--- src/rtl/uart_pkg.sv ---
// uart_pkg: shared UART receive state encoding and baud timer reload constants
package uart_pkg;
  typedef enum logic [2:0] {IDLE, START, DATA, PARITY, STOP} rx_state_t;
  localparam int HALF_BIT = 8;
  localparam int FULL_BIT = 16;
  localparam int DEF_DATA_BITS = 8;
endpackage

--- src/rtl/uart_sync.sv ---
// uart_sync: STAGES-deep synchroniser for an idle-high pin, resets to 1
module uart_sync #(
  parameter int STAGES = 2
) (
  input  logic clk,
  input  logic arst,
  input  logic d,
  output logic q
);
  logic [STAGES-1:0] ff;
  always_ff @(posedge clk or posedge arst)
    if (arst) ff <= '1;
    else ff <= {ff[STAGES-2:0], d};
  assign q = ff[STAGES-1];
endmodule

--- src/rtl/uart_rx_ctrl.sv ---
// uart_rx_ctrl: UART receive sequencer driving the baud timer and a valid/ready frame output
module uart_rx_ctrl
  import uart_pkg::*;
#(
  parameter int DATA_BITS   = DEF_DATA_BITS,
  parameter int PARITY_EN   = 0,
  parameter int PARITY_ODD  = 0,
  parameter int SYNC_STAGES = 2
) (
  input  logic                 clk,
  input  logic                 arst,
  input  logic                 rx_in,
  input  logic                 baud_tick,
  output logic                 baud_rst,
  output logic                 baud_full,
  output logic [DATA_BITS-1:0] rx_data,
  output logic                 rx_valid,
  input  logic                 rx_ready,
  output logic                 parity_err,
  output logic                 frame_err,
  output logic                 overrun,
  output logic                 busy
);
  localparam int CW = $clog2(DATA_BITS + 1);
  rx_state_t state;
  logic rx_s, rx_prev, perr_q, ferr_q, commit;
  logic [CW-1:0] bit_cnt;
  logic [DATA_BITS-1:0] sh;
  uart_sync #(.STAGES(SYNC_STAGES)) u_sync (.clk(clk), .arst(arst), .d(rx_in), .q(rx_s));
  assign baud_rst = state == IDLE;
  assign baud_full = state != IDLE;
  assign busy = state != IDLE;
  always_ff @(posedge clk or posedge arst)
    if (arst) begin
      state <= IDLE;
      rx_prev <= 1'b1;
      bit_cnt <= '0;
      sh <= '0;
      perr_q <= 1'b0;
      ferr_q <= 1'b0;
      commit <= 1'b0;
      rx_data <= '0;
      rx_valid <= 1'b0;
      parity_err <= 1'b0;
      frame_err <= 1'b0;
      overrun <= 1'b0;
    end else begin
      rx_prev <= rx_s;
      commit <= 1'b0;
      overrun <= 1'b0;
      case (state)
        IDLE: if (rx_prev && !rx_s) state <= START;
        START: if (baud_tick) begin
          state <= rx_s ? IDLE : DATA;
          bit_cnt <= '0;
          perr_q <= 1'b0;
        end
        DATA: if (baud_tick) begin
          sh <= {rx_s, sh[DATA_BITS-1:1]};
          bit_cnt <= bit_cnt + CW'(1);
          if (bit_cnt == CW'(DATA_BITS - 1)) state <= (PARITY_EN != 0) ? PARITY : STOP;
        end
        PARITY: if (baud_tick) begin
          perr_q <= rx_s ^ (^sh) ^ (PARITY_ODD != 0);
          state <= STOP;
        end
        STOP: if (baud_tick) begin
          ferr_q <= ~rx_s;
          commit <= 1'b1;
          state <= IDLE;
        end
        default: state <= IDLE;
      endcase
      // A held, unaccepted frame wins over a newly completed one
      if (commit && rx_valid && !rx_ready) overrun <= 1'b1;
      else if (commit) begin
        rx_data <= sh;
        parity_err <= perr_q;
        frame_err <= ferr_q;
        rx_valid <= 1'b1;
      end else if (rx_valid && rx_ready) rx_valid <= 1'b0;
    end
endmodule
--- config.mk ---
export PLATFORM = sky130hd
export DESIGN_NAME = uart_rx_ctrl
export DESIGN_NICKNAME = d
export VERILOG_FILES = /design/src/rtl/uart_pkg.sv /design/src/rtl/uart_sync.sv /design/src/rtl/uart_rx_ctrl.sv
export SDC_FILE = /design/constraint.sdc
export NUM_CORES = 1
export LEC_CHECK = 0
export CAP_MARGIN = 40
export CORE_ASPECT_RATIO = 0.9
export CORE_MARGIN = 2
export CORE_UTILIZATION = 53
export CTS_CLUSTER_SIZE = 10
export DETAILED_ROUTE_END_ITERATION = 12
export GPL_ROUTABILITY_DRIVEN = 0
export GPL_TIMING_DRIVEN = 0
export PLACE_DENSITY_LB_ADDON = 0.3
export SYNTH_ARGS = -nofsm -noshare
export SYNTH_HDL_FRONTEND = slang
export SYNTH_SLANG_ARGS = --single-unit
--- constraint.sdc ---
create_clock -name clk -period 1.7 [get_ports clk]
set_input_delay 0.34 -clock clk [delete_from_list [all_inputs] [get_ports clk]]
set_output_delay 0.34 -clock clk [all_outputs]
set_load 0.1 [all_outputs]
==> results.txt <==
Sequential area share after synthesis: 58.3%
DP Cell Count: 176
Largest net degree at the start of global routing: 20
CTS Buf Count: 5
Max H-tree Level: 2
Slew HR: 56.5%
Worst path arrival time: 1.49 ns
Detail Placement HPWL: 1960 um
Share of post-route cells with drive strength above 1: 39.9%
Violated checks: design-rule violations, negative setup slack
Fin Setup TNS: -0.356 ns
Number of synthesized flops with an enable pin: 0
CTS tree: built
Routed wire length per instance: 16.5 um
Worst-path clk slew: 0.09 ns
Antenna Cells: 0
Die area: 0.00312 mm^2
Top-area cell type share of the netlist area: 52.7%
Setup WS post-layout: -0.125 ns
Initial drt markers: 27
Maximum buffer depth of the clock tree: 2
Root buffer cell: clkbuf_4
First-pass GRT wire length: 4790 um
Reg2Reg Setup Slack: 0.13 ns
Post-synth net total: 119
Cell taking the most area after synthesis: dfrtp_1
Place WS: -0.371 ns
Fin. Hold Viols: 0
Vias: 1,001
Period utilization: 107%
Initial Utilization: 56.7%
Initial antenna violation count: 0
Power per cell area: 2090 mW/mm^2
Data required, critical path: 1.36 ns
DRC Markers: 4
Commonest cells post-synth: dfrtp_1, mux2_2, nand2_1
Tot GR Track Use: 21.9%
Nets@finish: 153
Synth async-reset ratio: 100%
Synthesized flop and latch total: 33
Worst vdd ir: 1.52 mV
I/O Buffers: 19
Cell variety after synth: 32
Clock latency on the worst-skew pair: 0.32 ns
Gate Count Post-Synth: 113
Fin crit period: 1.83 ns
Area contributors post-synth: dfrtp_1, mux2_2, dfstp_2, xnor2_1, o21ai_0
Leakage: 0.908 nW
Layout Area Growth over Synthesis: 36.8%
Synth Cell Area: 0.00142 mm^2
Core Rows: 17
Cell Count, Final, Fillers Out: 176
Crit Path Class: flip-flop to output port
YS warnings: 0
Remaining global-route overflow: 0
Outcome: finished, violations left
Slew Limit Fails: 0
Max-cap violations: 0
Worst Hold Class: flip-flop to flip-flop
Post-Route WL: 2910 um
Most common cell in the netlist: dfrtp_1
Remaining antenna violation count: 0
RSZ-0062 raised after global routing: true
Fmax: 0.548 GHz
Die Y: 53.2 um
Startpoint class of the critical path: flip-flop
# IOs: 20
Final-report setup violation count: 3
Top FF cell, synth: dfrtp_1
Core Box Area: 0.00251 mm^2
Syn Area/Cell: 12.6 um^2
Critical-path maximum fanout: 4
Clock Skew: 0.00487 ns
CTS sink cnt: 33
Crit end category: output port
DR pass1 iterations: 8
Die width: 58.6 um
Actual slew at the worst max-slew pin: 0.652 ns
Vias in the first global route: 915
DR vias/cell: 5.69
[worst max-delay path: stages (launching register included)]
cell and delay [ns]:
dfrtp_2 0.45, or3_4 0.42, buf_6 0.14, buf_12 0.15
[worst paths after layout]
kind / start / end / cells after the start
hold / removal: u_sync.ff[0] / u_sync.ff[1] / 0
hold reg to reg: u_sync.ff[0] / u_sync.ff[1] / 0
min in group asynchronous: arst / rx_data[5] / 2
max in group asynchronous: arst / u_sync.ff[0] / 3
setup / recovery: state[0] / baud_full / 3
setup reg to reg: u_sync.ff[1] / perr_q / 4
[power breakdown]
part,switching (mW),internal [mW]
Clock,0.237,0.165
Sequential,0.257,1.03
Combinational,1.35,1.02
[final cells by class]
cell class                      count  area [um^2]
Sequential cell                    33          833
Fill cell                         138          562
Multi-Input combinational cell     72          561
Timing Repair Buffer               28          432
Clock buffer                        8         48.8
Tap cell                           28         35.0
Inverter                            5         22.5
Buffer                              2         16.3
[layer usage]
layer  global-route usage, %  vias to the layer above  part of all wire (%)
met3                    7.33                        9                   5.5
met5                       0                        -                     0
li1                        -                      460                     -
met1                    27.9                      498                    40
met4                    8.33                        0                   1.6
met2                    34.8                       34                    53
[cells in the final DEF (no fill, tap or decap), types with 2 or more instances in the layout]
cell type	instances
clkbuf_4	5
dfrtp_2	3
inv_1	4
dfrtp_1	27
nand2b_1	3
or4_1	2
dfstp_2	3
a21oi_1	5
buf_6	2
clkbuf_1	3
xor2_1	2
clkdlybuf4s50_1	4
buf_4	7
nand2_1	8
mux2_2	17
buf_12	15
nand3_1	3
xnor2_1	4
o21ai_0	6
nor3_1	2
nor2_1	4
[registers in the layout, summed over array words and instances (netlist names)]
| register | count |
|---|---|
| bit_cnt | 4 |
| rx_data | 8 |
| state | 3 |
| ferr_q | 1 |
| commit | 1 |
| parity_err | 1 |
| overrun | 1 |
| rx_prev | 1 |
| perr_q | 1 |
| rx_valid | 1 |
| u_sync.ff | 2 |
| frame_err | 1 |
| sh | 8 |
[kinds of logic (layout without fill, tap and decap cells)]
logic type / Yosys count / after routing / share of synthesized area [%]
multiplexers: 18 / 18 / 14.2
buffers and inverters: 8 / 43 / 2.72
flip-flops: 33 / 33 / 58.3
XOR/XNOR: 7 / 7 / 5.27
AND/OR/NAND/NOR: 29 / 29 / 11.5
AO/OA/AOI/OAI: 17 / 17 / 7.12
adder cells (fa/ha/maj): 1 / 1 / 0.879
[metrics by stage]
stage          hold slack (ns)  utilization, %  power, mW  instance area [um^2]
2_1_floorplan            0.344               -       2.80                  1430
3_3_place_gp             0.347            66.1       3.14                  1660
3_5_place_dp             0.354            76.2       3.60                  1910
4_1_cts                  0.367            76.3       4.02                  1910
5_1_grt                  0.374            77.6       4.26                  1950
6_report                 0.365            77.6       4.07                  1950
[what timing repair did]
item                       CTS  global route
pin swaps                    1             1
setup buffers                1             6
resized for setup           24             0
hold buffers                 0             0
setup endpoints to repair   15             3
No activity file was read; power rests on OpenSTA's default activity.
